$ cat src/rtl/whackamole_pkg.sv
// Shared scan FSM encoding and default parameter values for the capacitive
// touch scanner and its per-channel slice.
package whackamole_pkg;

  typedef enum logic [1:0] {
    ST_IDLE,
    ST_CHARGE,
    ST_MEASURE,
    ST_EVAL
  } scan_state_t;

  localparam int DEF_NUM_SENSORS   = 9;
  localparam int DEF_CNT_W         = 16;
  localparam int DEF_CHARGE_CYCLES = 64;
  localparam int DEF_TIMEOUT       = 4095;
  localparam int DEF_DEBOUNCE      = 3;
  localparam int DEF_CAL_SCANS     = 8;
  localparam int DEF_MARGIN        = 32;

endpackage

$ cat src/rtl/cap_channel_debounce.sv
// One capacitive channel: discharge-time latch, calibration baseline,
// threshold compare and debounced touch state.
module cap_channel_debounce
  import whackamole_pkg::*;
#(
  parameter int CNT_W     = DEF_CNT_W,
  parameter int TIMEOUT   = DEF_TIMEOUT,
  parameter int DEBOUNCE  = DEF_DEBOUNCE,
  parameter int CAL_SCANS = DEF_CAL_SCANS,
  parameter int MARGIN    = DEF_MARGIN
) (
  input  logic             clock,
  input  logic             reset,
  input  logic             meas_start,
  input  logic             measuring,
  input  logic             sense,
  input  logic [CNT_W-1:0] count,
  input  logic             eval,
  input  logic             calibrating,
  input  logic             cal_last,
  output logic             done,
  output logic [CNT_W-1:0] raw_count,
  output logic             touched,
  output logic             press_event
);

  localparam int CAL_SHIFT = $clog2(CAL_SCANS);
  localparam int SUM_W     = CNT_W + CAL_SHIFT;
  localparam int THR_W     = CNT_W + 1;
  localparam int DB_W      = $clog2(DEBOUNCE + 1);

  logic             latched;
  logic [CNT_W-1:0] meas_cnt;
  logic [CNT_W-1:0] baseline;
  logic [CNT_W-1:0] threshold;
  logic [THR_W-1:0] thr_sum;
  logic [SUM_W-1:0] sum;
  logic [SUM_W-1:0] sum_next;
  logic [DB_W-1:0]  db_cnt;
  logic             raw_hit;

  // Threshold saturates so an all-ones baseline can never be exceeded.
  assign thr_sum   = {1'b0, baseline} + THR_W'(MARGIN);
  assign threshold = thr_sum[CNT_W] ? '1 : thr_sum[CNT_W-1:0];
  assign raw_hit   = meas_cnt > threshold;
  assign sum_next  = sum + SUM_W'(meas_cnt);
  assign done      = latched | ~sense;

  always_ff @(posedge clock) begin
    if (!reset) begin
      latched     <= 1'b0;
      meas_cnt    <= '0;
      raw_count   <= '0;
      baseline    <= '1;
      sum         <= '0;
      db_cnt      <= '0;
      touched     <= 1'b0;
      press_event <= 1'b0;
    end else begin
      press_event <= 1'b0;
      // Preloading TIMEOUT means a channel that never discharges reports it.
      if (meas_start) begin
        latched  <= 1'b0;
        meas_cnt <= CNT_W'(TIMEOUT);
      end else if (measuring && !latched && !sense) begin
        latched  <= 1'b1;
        meas_cnt <= count;
      end
      if (eval) begin
        raw_count <= meas_cnt;
        if (calibrating) begin
          if (cal_last) begin
            baseline <= CNT_W'(sum_next >> CAL_SHIFT);
            sum      <= '0;
          end else begin
            sum <= sum_next;
          end
        end else if (raw_hit == touched) begin
          db_cnt <= '0;
        end else if (db_cnt == DB_W'(DEBOUNCE - 1)) begin
          touched     <= ~touched;
          press_event <= ~touched;
          db_cnt      <= '0;
        end else begin
          db_cnt <= db_cnt + DB_W'(1);
        end
      end
    end
  end

endmodule

$ cat src/rtl/cap_sensor_scanner.sv
// Charge/discharge-time capacitive scanner: charges all pads together, times
// each pad's discharge, then debounces per-channel touch decisions.
module cap_sensor_scanner
  import whackamole_pkg::*;
#(
  parameter int NUM_SENSORS   = DEF_NUM_SENSORS,
  parameter int CNT_W         = DEF_CNT_W,
  parameter int CHARGE_CYCLES = DEF_CHARGE_CYCLES,
  parameter int TIMEOUT       = DEF_TIMEOUT,
  parameter int DEBOUNCE      = DEF_DEBOUNCE,
  parameter int CAL_SCANS     = DEF_CAL_SCANS,
  parameter int MARGIN        = DEF_MARGIN
) (
  input  logic                         clock,
  input  logic                         reset,
  input  logic                         enable,
  input  logic                         cal_start,
  input  logic [NUM_SENSORS-1:0]       sense_in,
  output logic                         charge_out,
  output logic [NUM_SENSORS-1:0]       touched,
  output logic [NUM_SENSORS-1:0]       press_event,
  output logic [NUM_SENSORS*CNT_W-1:0] raw_count,
  output logic                         scan_done,
  output logic                         calibrating,
  output logic                         cal_done
);

  localparam int CH_W = $clog2(CHARGE_CYCLES + 1);
  localparam int CS_W = $clog2(CAL_SCANS + 1);

  scan_state_t            state;
  scan_state_t            next_state;
  logic [NUM_SENSORS-1:0] sense_meta;
  logic [NUM_SENSORS-1:0] sense_sync;
  logic [NUM_SENSORS-1:0] chan_done;
  logic [CH_W-1:0]        charge_cnt;
  logic [CNT_W-1:0]       count;
  logic [CS_W-1:0]        cal_scans;
  logic                   cal_pending;
  logic                   cal_req;
  logic                   cal_last;
  logic                   meas_start;
  logic                   measuring;
  logic                   eval;
  logic                   charge_entry;
  logic                   all_done;
  logic                   at_timeout;

  assign all_done   = &chan_done;
  assign at_timeout = count == CNT_W'(TIMEOUT);
  assign cal_last   = cal_scans == CS_W'(CAL_SCANS - 1);
  assign cal_req    = (cal_pending | cal_start) & ~calibrating;

  always_ff @(posedge clock) begin
    if (!reset) begin
      sense_meta <= '0;
      sense_sync <= '0;
    end else begin
      sense_meta <= sense_in;
      sense_sync <= sense_meta;
    end
  end

  always_ff @(posedge clock) begin
    if (!reset) state <= ST_IDLE;
    else        state <= next_state;
  end

  always_comb begin
    next_state = state;
    case (state)
      ST_IDLE:    if (enable) next_state = ST_CHARGE;
      ST_CHARGE:  if (charge_cnt == CH_W'(CHARGE_CYCLES - 1)) next_state = ST_MEASURE;
      ST_MEASURE: if (all_done || at_timeout) next_state = ST_EVAL;
      ST_EVAL:    next_state = enable ? ST_CHARGE : ST_IDLE;
      default:    next_state = ST_IDLE;
    endcase
  end

  always_comb begin
    charge_out   = state == ST_CHARGE;
    meas_start   = (state == ST_CHARGE) && (next_state == ST_MEASURE);
    measuring    = state == ST_MEASURE;
    eval         = state == ST_EVAL;
    charge_entry = (next_state == ST_CHARGE) && (state != ST_CHARGE);
  end

  always_ff @(posedge clock) begin
    if (!reset) begin
      charge_cnt <= '0;
      count      <= '0;
    end else begin
      charge_cnt <= (state == ST_CHARGE) ? charge_cnt + CH_W'(1) : '0;
      count      <= (measuring && next_state == ST_MEASURE) ? count + CNT_W'(1) : '0;
    end
  end

  // A calibration request waits for the next scan start so every averaged
  // scan is a complete one.
  always_ff @(posedge clock) begin
    if (!reset) begin
      cal_pending <= 1'b0;
      calibrating <= 1'b0;
      cal_scans   <= '0;
      scan_done   <= 1'b0;
      cal_done    <= 1'b0;
    end else begin
      scan_done <= eval;
      cal_done  <= 1'b0;
      if (cal_start && !calibrating) cal_pending <= 1'b1;
      if (charge_entry && cal_req) begin
        calibrating <= 1'b1;
        cal_pending <= 1'b0;
        cal_scans   <= '0;
      end
      if (eval && calibrating) begin
        if (cal_last) begin
          calibrating <= 1'b0;
          cal_done    <= 1'b1;
        end else begin
          cal_scans <= cal_scans + CS_W'(1);
        end
      end
    end
  end

  for (genvar i = 0; i < NUM_SENSORS; i++) begin : g_chan
    cap_channel_debounce #(
      .CNT_W     (CNT_W),
      .TIMEOUT   (TIMEOUT),
      .DEBOUNCE  (DEBOUNCE),
      .CAL_SCANS (CAL_SCANS),
      .MARGIN    (MARGIN)
    ) u_chan (
      .clock       (clock),
      .reset       (reset),
      .meas_start  (meas_start),
      .measuring   (measuring),
      .sense       (sense_sync[i]),
      .count       (count),
      .eval        (eval),
      .calibrating (calibrating),
      .cal_last    (cal_last),
      .done        (chan_done[i]),
      .raw_count   (raw_count[i*CNT_W +: CNT_W]),
      .touched     (touched[i]),
      .press_event (press_event[i])
    );
  end

endmodule

$ cat config.mk
export PLATFORM = sky130hd
export DESIGN_NAME = cap_sensor_scanner
export DESIGN_NICKNAME = d
export VERILOG_FILES = /design/src/rtl/whackamole_pkg.sv /design/src/rtl/cap_channel_debounce.sv /design/src/rtl/cap_sensor_scanner.sv
export SDC_FILE = /design/constraint.sdc
export NUM_CORES = 2
export LEC_CHECK = 0
export CORE_ASPECT_RATIO = 0.7
export CORE_UTILIZATION = 61
export CTS_BUF_LIST = sky130_fd_sc_hd__clkbuf_4 sky130_fd_sc_hd__clkbuf_8 sky130_fd_sc_hd__clkbuf_16
export CTS_CLUSTER_DIAMETER = 200
export DETAILED_ROUTE_END_ITERATION = 10
export GPL_TIMING_DRIVEN = 0
export PLACE_DENSITY = 0.89
export SETUP_SLACK_MARGIN = 0.15
export SYNTH_ARGS = -nofsm -noshare
export SYNTH_HDL_FRONTEND = slang
export SYNTH_SLANG_ARGS = --single-unit
$ cat constraint.sdc
create_clock -name clock -period 4.1 [get_ports clock]
set_input_delay 1.23 -clock clock [delete_from_list [all_inputs] [get_ports clock]]
set_output_delay 1.23 -clock clock [all_outputs]
set_load 0.03 [all_outputs]
==> results.md <==
- Most frequent cells after synthesis: 699 x dfxtp_1, 464 x a21oi_1, 461 x nand2_1
- Chip Height: slightly above 200 um
- Final std cells w/o fill: between 5000 and 6000
- Fin. Hold Viols: 0
- Clock share of power: between 40% and 50%
- Total nets after synthesis: 4525
- Yosys warns: 0
- Rows: 74
- Number of clock sinks: approximately 700
- Sequential power share: 48.7%
- Synth Instances: between 4000 and 5000
- Placed cells: a little over 5000
- Area of the multi-input gates: 21300 um^2
- Violated checks: max-capacitance violations, max-slew violations
- H-tree depth: 3
- Net Sw Frac: 22.4%
- Remaining DRCs: 0
- Top cells by area, synth: dfxtp_1 38%, ha_1 10%, a21oi_1 6.4%
- Clock insertion delay at the later pin of the skew report: between 600 and 700 ps
- Grt total ovfl: 0
- Status: finished with violations
- Slowest cell delay on critical path: approximately 480 ps
- Die area: ~61000 um^2
- Peak Freq: between 0.2 and 0.3 GHz
- Max-slew violation count: 55
- Largest net degree at the start of global routing: 17
- Global placement routability congestion: approximately 1.0
- Finish-stage setup viols: 0
- Worst path most repeated cell: nand3_1
- Slew of the pin with the lowest slew margin: 1660 ps
- Core Box Area: between 50000 and 60000 um^2
- Hold crit path type: flip-flop to flip-flop
- Post-DP HPWL: 84900 um
- Critical path, cell by cell: and3_1 > nand3_1 > nor4_4 > clkbuf_1 > nor2_1 > ha_1 > nand3_1 > o21bai_1 > a21o_1 > a211o_1 > a31oi_1 > a21oi_2 > inv_1 > nor4_2
- Sequential area share after synthesis: between 30% and 40%
- LEAKAGE: about 17 nW
- Number of global-route vias before repair: 31500
- Crit path max fanout: 10
- Starting DRT DRC Count: 4736
- Critical path start-end classification: flip-flop to flip-flop
- Initial antenna violation count: 7
- EDFF count, synth: 0
- Slowest CP cell: nor4_2
- Top FF cell, synth: dfxtp_1
- Distinct cell type count after synthesis: 92
- Flop-to-flop setup slack: 290 ps
- Num CTS Buffers: between 60 and 70
- Count leader, synth: dfxtp_1
- Worst Clk Skew: 21.8 ps
- Syn Std Cell Area: around 37000 um^2
- Clock Tree Buf Depth: 3
- Fin Hold WS: between 400 and 500 ps
- CTS tree: built
- Critical path endpoint category: flip-flop
- Combinational share of power: under 10%
- Register area: 14000 um^2
- Starting Density: between 60 and 70%
- Final Critical Period: about 3800 ps
- Gr usage total: 38.9%
- CP required: ~4600 ps
- WL final: 121000 um
- FILL cells: about 4400
- NetSw: 3.13 mW
- Max rail drop VDD: about 0.36 mV
- Vias: approximately 34000
- Final core utilization: 71.3%
- Total of max-cap violations: 5
- Antenna Violating Nets Remaining: 0
- Clock root cell: clkbuf_16
- Setup TNS Final: 0 ps
- Relative slew slack: -10.4%
- First drt pass iteration count: 9
- Area fraction of the dominant cell type after synthesis: 38.3%
- First-pass GRT wire length: 182000 um
- Vias per cell: around 6.5
- # nets final: between 4000 and 5000
- PD cells: roughly 330 nW/um^2
- Area Overhead vs Synth: 14.6%
- Final period utilization: slightly above 90%
- Wire per inst: between 20 and 25 um
- Mean area per synthesized cell: about 8.7 um^2
- Final Total Pwr: ~14 mW
- Worst Path Arrival: ~4300 ps
- RSZ-0062 raised after global routing: yes
- Number of I/O pins: 179
- Startpoint Class: flip-flop
- Yosys reg bits: 699
- Async S/R FF share, synth: 0%
- Biggest area consumer among synthesized cells: dfxtp_1
- Die X: 294 um
- Internal power: 10.9 mW
- Clock-pin slew on the worst setup and hold paths: 60 ps
- Layout cells sized above 1: between 5 and 6%
- Port Buffers: 177
[logic make-up after synthesis]
group	Yosys count	synth area share (%)
simple gates	1356	17.0
mux	171	4.69
flops	699	38.3
compound gates	1141	20.6
xor+xnor	205	4.92
fa+ha+maj	309	10.8
buf+inv	322	3.65
[cell type report]
cell class	count	share of cell area, %
Antenna cell	8	0.0478
Buffer	227	2.36
Clock buffer	88	4.67
Clock inverter	32	1.08
Inverter	95	0.852
Multi-Input combinational cell	3182	50.9
Sequential cell	699	33.4
Tap cell	798	2.38
Timing Repair Buffer	179	4.30
[state kept, by name, indices dropped and copies added, names as in the netlist, 16 cells and up]
| register | cells |
|---|---|
| g_chan.u_chan.meas_cnt | 144 |
| g_chan.u_chan.sum | 171 |
| g_chan.u_chan.db_cnt | 18 |
| count | 16 |
| g_chan.u_chan.baseline | 144 |
| g_chan.u_chan.raw_count | 144 |
[path summary, 6_finish.rpt]
kind,startpoint,to,cells past startpoint
max,g_chan[6].u_chan.baseline[7],g_chan[6].u_chan.press_event,14
min,g_chan[0].u_chan.raw_count[11],g_chan[0].u_chan.raw_count[11],2
max reg2reg,g_chan[6].u_chan.baseline[7],g_chan[6].u_chan.press_event,14
min reg2reg,g_chan[0].u_chan.raw_count[11],g_chan[0].u_chan.raw_count[11],2
[through the flow]
stage                     instance area [um^2]  worst slack, ps
after global placement                   39300             -165
after CTS                                41800              166
after floorplan                          36500              763
after global routing                     41900             90.2
final                                    41900              288
after detailed placement                 39300             -262
[power by group through the flow]
stage | clock, mW | sequential, mW | combinational (mW)
floorplan | 0 | 6.97 | 0.123
global placement | 0 | 6.97 | 0.243
detailed placement | 0 | 6.97 | 0.247
CTS | 6.89 | 6.82 | 0.248
global route | 7.17 | 6.82 | 0.267
finish | 6.92 | 6.82 | 0.267
[cell usage in the layout (no fill, tap or decap), types with 49 or more instances in the layout]
cell,Yosys,layout
a22o_1,68,68
mux2i_1,171,171
clkbuf_1,161,152
clkbuf_16,0,70
a21oi_1,464,463
nand4_1,59,59
and3_1,50,50
a21o_1,66,66
o22a_1,105,105
clkdlybuf4s50_1,0,177
inv_1,94,94
nand2_1,461,461
o21a_1,57,57
nor2_1,442,442
o21ai_0,122,121
xor2_1,79,79
dfxtp_1,699,699
nand3_1,90,90
xnor2_1,126,126
nand2b_1,49,49
ha_1,300,300
a22oi_1,57,57
[metal layers]
metal	global-route usage, %	vias to the layer above	share of wire [%]
met5	0	-	0.011
met2	56.9	2100	41
met4	18.5	2	5.5
met1	52.1	16200	40
met3	12.1	463	13
li1	-	15500	-
[worst max-delay path, delay by kind of cell, from the launching register on]
family | cells | cell delay, ps
and+or+nand+nor | 6 | 1530
AOI/OAI and AO/OA | 5 | 880
buffers and inverters | 2 | 550
DFF | 1 | 380
adders and majority gates | 1 | 310
[repair_timing]
item                                    in CTS  in global routing
gates resized for setup                      9                 19
hold buffers                                 0                  0
cloned                                       0                  0
pin swaps                                    0                  1
endpoints found under the setup margin      10                 13
setup buffers                                0                  0
(Power assumes the default switching activity.)
